### config.mk
export PLATFORM = sky130hd
export DESIGN_NAME = regfile_mp
export DESIGN_NICKNAME = d
export VERILOG_FILES = /design/src/rtl/regfile_mp.sv
export SDC_FILE = /design/constraint.sdc
export NUM_CORES = 2
export LEC_CHECK = 0
export ABC_CLOCK_PERIOD_IN_PS = 13400
export BUFFER_PORTS_ARGS = -buffer_cell sky130_fd_sc_hd__buf_2
export CAP_MARGIN = 30
export CORE_MARGIN = 2
export CORE_UTILIZATION = 50
export CTS_CLUSTER_DIAMETER = 200
export DETAILED_ROUTE_END_ITERATION = 10
export PLACE_DENSITY = 0.66
export SYNTH_ARGS = -nofsm -noshare
export SYNTH_HDL_FRONTEND = slang
export SYNTH_SLANG_ARGS = --single-unit
### constraint.sdc
create_clock -name clk -period 13.4 [get_ports clk]
set_input_delay 2.68 -clock clk [delete_from_list [all_inputs] [get_ports clk]]
set_output_delay 2.68 -clock clk [all_outputs]
set_load 0.01 [all_outputs]
### src/rtl/regfile_mp.sv
// Multi-port integer register file with write-through bypass, hardwired zero
// register and a per-register pending scoreboard for hazard detection.
module regfile_mp #(
  parameter int unsigned XLEN     = 32,
  parameter int unsigned AW       = 5,
  parameter int unsigned NUM_RD   = 2,
  parameter int unsigned ZERO_REG = 1,
  parameter int unsigned BYPASS   = 1
) (
  input  logic                   clk,
  input  logic                   rst_n,
  input  logic [NUM_RD*AW-1:0]   rd_addr,
  output logic [NUM_RD*XLEN-1:0] rd_data,
  output logic [NUM_RD-1:0]      rd_busy,
  input  logic                   wa_en,
  input  logic [AW-1:0]          wa_addr,
  input  logic [XLEN-1:0]        wa_data,
  input  logic                   wb_en,
  input  logic [AW-1:0]          wb_addr,
  input  logic [XLEN-1:0]        wb_data,
  input  logic                   iss_en,
  input  logic [AW-1:0]          iss_addr,
  input  logic                   flush,
  output logic [AW:0]            pend_cnt
);

  localparam int unsigned NREGS = 2 ** AW;

  logic [XLEN-1:0]  regs_q [NREGS];
  logic [XLEN-1:0]  regs_d [NREGS];
  logic [NREGS-1:0] pend_q, pend_d;
  logic [AW:0]      pend_cnt_q, pend_cnt_d;

  logic wa_ok, wb_ok, iss_ok;

  // Address 0 is a sink when the zero register is hardwired.
  assign wa_ok  = wa_en  && !((ZERO_REG != 0) && (wa_addr  == '0));
  assign wb_ok  = wb_en  && !((ZERO_REG != 0) && (wb_addr  == '0));
  assign iss_ok = iss_en && !((ZERO_REG != 0) && (iss_addr == '0));

  function automatic logic [AW:0] popcount(input logic [NREGS-1:0] v);
    logic [AW:0] cnt;
    cnt = '0;
    for (int i = 0; i < NREGS; i++) begin
      cnt = cnt + (AW+1)'(v[i]);
    end
    return cnt;
  endfunction

  // Register write next-state; port B is applied last so it wins a collision.
  always_comb begin
    for (int i = 0; i < NREGS; i++) begin
      regs_d[i] = regs_q[i];
    end
    if (wa_ok) regs_d[wa_addr] = wa_data;
    if (wb_ok) regs_d[wb_addr] = wb_data;
  end

  // Scoreboard next-state: flush, then issue-set beats writeback-clear.
  always_comb begin
    pend_d = pend_q;
    if (flush) begin
      pend_d = '0;
    end else begin
      if (wa_en) pend_d[wa_addr] = 1'b0;
      if (wb_en) pend_d[wb_addr] = 1'b0;
      if (iss_ok) pend_d[iss_addr] = 1'b1;
    end
    if (ZERO_REG != 0) pend_d[0] = 1'b0;
    pend_cnt_d = popcount(pend_d);
  end

  // State registers with asynchronous clear.
  always_ff @(posedge clk or negedge rst_n) begin
    if (!rst_n) begin
      for (int i = 0; i < NREGS; i++) begin
        regs_q[i] <= '0;
      end
      pend_q     <= '0;
      pend_cnt_q <= '0;
    end else begin
      for (int i = 0; i < NREGS; i++) begin
        regs_q[i] <= regs_d[i];
      end
      pend_q     <= pend_d;
      pend_cnt_q <= pend_cnt_d;
    end
  end

  assign pend_cnt = pend_cnt_q;

  // Combinational read ports with optional forwarding; forced quiet in reset.
  always_comb begin
    rd_data = '0;
    rd_busy = '0;
    for (int k = 0; k < NUM_RD; k++) begin
      logic [AW-1:0]   addr;
      logic            wa_hit, wb_hit, iss_hit;
      logic [XLEN-1:0] data;
      logic            busy;
      addr    = rd_addr[k*AW +: AW];
      wa_hit  = wa_en && (wa_addr == addr);
      wb_hit  = wb_en && (wb_addr == addr);
      iss_hit = iss_en && (iss_addr == addr);
      data    = regs_q[addr];
      busy    = pend_q[addr];
      if (BYPASS != 0) begin
        if (wb_hit) begin
          data = wb_data;
        end else if (wa_hit) begin
          data = wa_data;
        end
        // Forwarded data clears the hazard unless a younger producer issues now.
        if ((wa_hit || wb_hit) && !iss_hit) busy = 1'b0;
      end
      if ((ZERO_REG != 0) && (addr == '0)) begin
        data = '0;
        busy = 1'b0;
      end
      if (!rst_n) begin
        data = '0;
        busy = 1'b0;
      end
      rd_data[k*XLEN +: XLEN] = data;
      rd_busy[k]              = busy;
    end
  end

endmodule

==> flow_results.org <==
** Critical path
- Crit path capture type :: output port
- Worst Path Required :: 10.72 ns
- At the worst endpoint, the arrival time is 6.71 ns.
- In this run the worst path has a maximum fanout of 35.
- The critical path is of the in2out type.
- Critical Path Start Type :: input pin

** Global route
- The number of global-route vias before repair is 56,600.
- Global-route wire length before repair :: 411,000 um
- Entering global routing, the biggest net connects 167 pins.
- After global routing the overflow that remains totals 0.
- Initial antenna violation count :: 26
- GRT Overall Usage :: 41.6%

** Synth
- The synthesized design contains 0 enable-type register cells.
- Total number of yosys warnings :: 0
- For this run, asynchronously set or reset flops after synthesis account for 100%.
- Cell types with the largest area share after synthesis :: dfrtp_1, mux4_2, mux2i_1
- Mean instance size in the synthesized netlist :: 10.2 um^2
- Most frequent cells after synthesis :: dfrtp_1, nand2_1, mux2i_1
- Counting flops and latches in the post-synthesis netlist gives 1,061.
- After synthesis, the largest area contributor takes up 39.4% of total cell area.
- Most instantiated flip-flop cell in the synthesis netlist :: dfrtp_1
- The synthesized netlist occupies a cell area of 0.0674 mm^2.
- Top cell type by total area after synthesis :: dfrtp_1
- Number of nets in the synthesized netlist :: 6,733
- Most numerous cell in the Yosys netlist :: dfrtp_1
- Synthesized instance count :: 6,608
- The synthesized netlist contains 65 unique library cells.
- Sequential elements use 39.4% of the synthesized area.

** Detailed routing
- The routed layout has 59,400 vias.
- Number of design-rule violations left by the first detailed-router iteration :: 10,400
- Once detail routing completed, the nets flagged for antenna violations numbered 0.
- The pre-antenna-repair detailed-routing pass consisted of 8 iterations.
- After detailed routing, the average wire length per cell comes to 35.5 um.
- DRC :: 0
- Wire length reported by the detailed router :: 288,000 um
- Using the TritonRoute via totals, the vias-per-cell ratio works out to 7.32.

** Clocking
- Post-CTS repair changed the size of 0 cells.
- CTS buffer count :: 116
- Maximum level of the CTS H-tree :: 3
- Cell at the root of the clock tree :: clkbuf_16
- For this design, the CTS-stage hold fixing added 0 buffers.
- Clock Pin Slew Worst Setup and Hold Paths :: 0.06 ns
- For the worst-skew pair, the clock arrives at the later sink with an insertion delay of 0.77 ns.
- The number of setup buffers added after CTS is 0.
- Clk buf depth :: 3
- Clock Sink Count :: 1,061
- TritonCTS built the clock tree.

** Placed design
- HPWL Detailed :: 167,000 um
- The count of buffers added on input and output ports is 166.
- Final weighted congestion in routability-driven placement :: 0.975
- Once placement finished, the instance area stood at 0.0689 mm^2.

** Timing
- The worst pin sits at a relative slew slack of 27.5%.
- Final Cycle Share :: 70.1%
- Fin crit period :: 9.39 ns
- Clock tree skew after final layout :: 0.0321 ns
- At the pin with the least slew margin, the transition time is 1.09 ns.
- Final Setup Violations :: 0
- Count of pins over their slew limit :: 0
- Final hold violations :: 0
- Static timing analysis puts the maximum clock frequency at 0.106 GHz.
- Setup repair after global routing left no endpoint under its margin.
- Adding up every negative setup slack in the final design gives 0 ns.

** Pwr
- Overall power of the completed layout :: 11.1 mW
- In this run the power density over the cells is 151 mW/mm^2.
- Maximum resistive drop on vdd :: 0.103 mV
- Leakage power :: 32.8 nW

** Floorplan
- Total number of placement rows :: 134
- From left edge to right edge, the die measures 371 um.
- For this configuration, the core starts out at a cell density of 50.4%.
- Die height :: 371 um
- 167 I/O pins were placed.
- Total core area :: 0.134 mm^2
- Die area :: 0.138 mm^2

** Outcome
- The run finished with clean final reports.

** Run
- Across the run, the number of max-cap violations was 0.

** Worst hold path
- The worst hold path belongs to the class reg2reg.

** Cells and area
- After routing the design area is 0.0737 mm^2.
- Relative to the synthesized area, the layout overhead comes to 9.32%.
- For this run, the post-layout net count is 6,362.
- Cells with a size suffix above 1 make up 19.5% of the layout.
==> metal layers <==
metal / part of all wire [%] / global-route usage, %
met1: 35 / 53.3
met2: 41 / 56.9
met3: 16 / 17.8
met4: 7.5 / 27.8
met5: 0.20 / 1.89
==> metrics by stage <==
step,worst slack [ns],hold WS [ns],util (%),instances
after global placement,3.69,0.377,51.3,7847
after global routing,4.07,0.412,55.1,8102
after CTS,4.31,0.398,54.8,8080
final,4.01,0.399,55.2,8114
after floorplan,5.02,0.441,-,6608
after detailed placement,3.90,0.384,51.6,7866
==> cells in the final DEF (no fill, tap or decap), drive strengths merged, types with 12 or more instances in the layout <==
| cell | netlist | routed |
|---|---|---|
| a211oi | 36 | 36 |
| a21oi | 447 | 447 |
| a22oi | 317 | 317 |
| a31oi | 138 | 138 |
| a32oi | 16 | 16 |
| buf | 260 | 342 |
| bufinv | 0 | 23 |
| clkbuf | 571 | 156 |
| clkinv | 26 | 54 |
| dfrtp | 1061 | 1061 |
| diode | 0 | 13 |
| fa | 23 | 23 |
| inv | 66 | 67 |
| mux2i | 665 | 665 |
| mux4 | 579 | 579 |
| nand2 | 885 | 885 |
| nand3 | 17 | 17 |
| nand3b | 12 | 12 |
| nand4 | 30 | 30 |
| nor2 | 637 | 637 |
| nor2b | 12 | 12 |
| nor3 | 95 | 95 |
| o21ai | 517 | 517 |
| o221ai | 30 | 30 |
| o22ai | 32 | 32 |
| xnor2 | 14 | 14 |
| xor2 | 19 | 19 |
==> area by class of cell <==
| type | instances | area (um^2) |
|---|---|---|
| tap | 1768 | 2210 |
| timing repair buffer | 342 | 2800 |
| antenna | 13 | 32.5 |
| clock buffer | 156 | 3340 |
| fill | 11200 | 59900 |
| multi-input combinational | 4624 | 37500 |
| inverter | 92 | 348 |
| sequential | 1061 | 26600 |
| clock inverter | 58 | 925 |
==> state kept, by name, indices dropped and copies added, names as in the netlist <==
register	count
regs_q	1024
pend_cnt	6
pend_q	31
==> logic make-up after synthesis <==
family / count (synthesis) / synth area share (%)
multiplexers: 1244 / 29.2
adder cells (fa/ha/maj): 30 / 0.813
flip-flops: 1061 / 39.4
buffers and inverters: 923 / 5.84
AO/OA/AOI/OAI: 1571 / 13.8
XOR/XNOR: 33 / 0.429
AND/OR/NAND/NOR: 1746 / 10.5
==> power breakdown <==
part | switching [mW] | internal (mW) | total (mW)
clock | 1.47 | 2.18 | 3.65
sequential | 0.710 | 4.00 | 4.71
combinational | 1.33 | 1.44 | 2.77
==> worst max-delay path, stage by stage <==
cell,delay (ns)
buf_4,0.51
xnor2_1,0.22
nand4_4,0.57
or2_2,0.25
buf_4,0.66
nand4_1,0.40
buf_4,0.39
o221ai_1,0.70
buf_2,0.27
==> final timing paths <==
kind / from / to / slack [ns] / cells after the start
worst max-delay path: rd_addr[2] / rd_data[19] / 4.01 / 9
worst min-delay path: regs_q[1004] / regs_q[1004] / 0.40 / 0
worst max register to register: pend_q[22] / pend_cnt[4] / 8.13 / 18
worst min register to register: regs_q[1004] / regs_q[1004] / 0.40 / 0
max in group asynchronous: rst_n / regs_q[503] / 8.80 / 4
min in group asynchronous: rst_n / regs_q[807] / 1.92 / 1
Power figures use the tool's default switching activity.
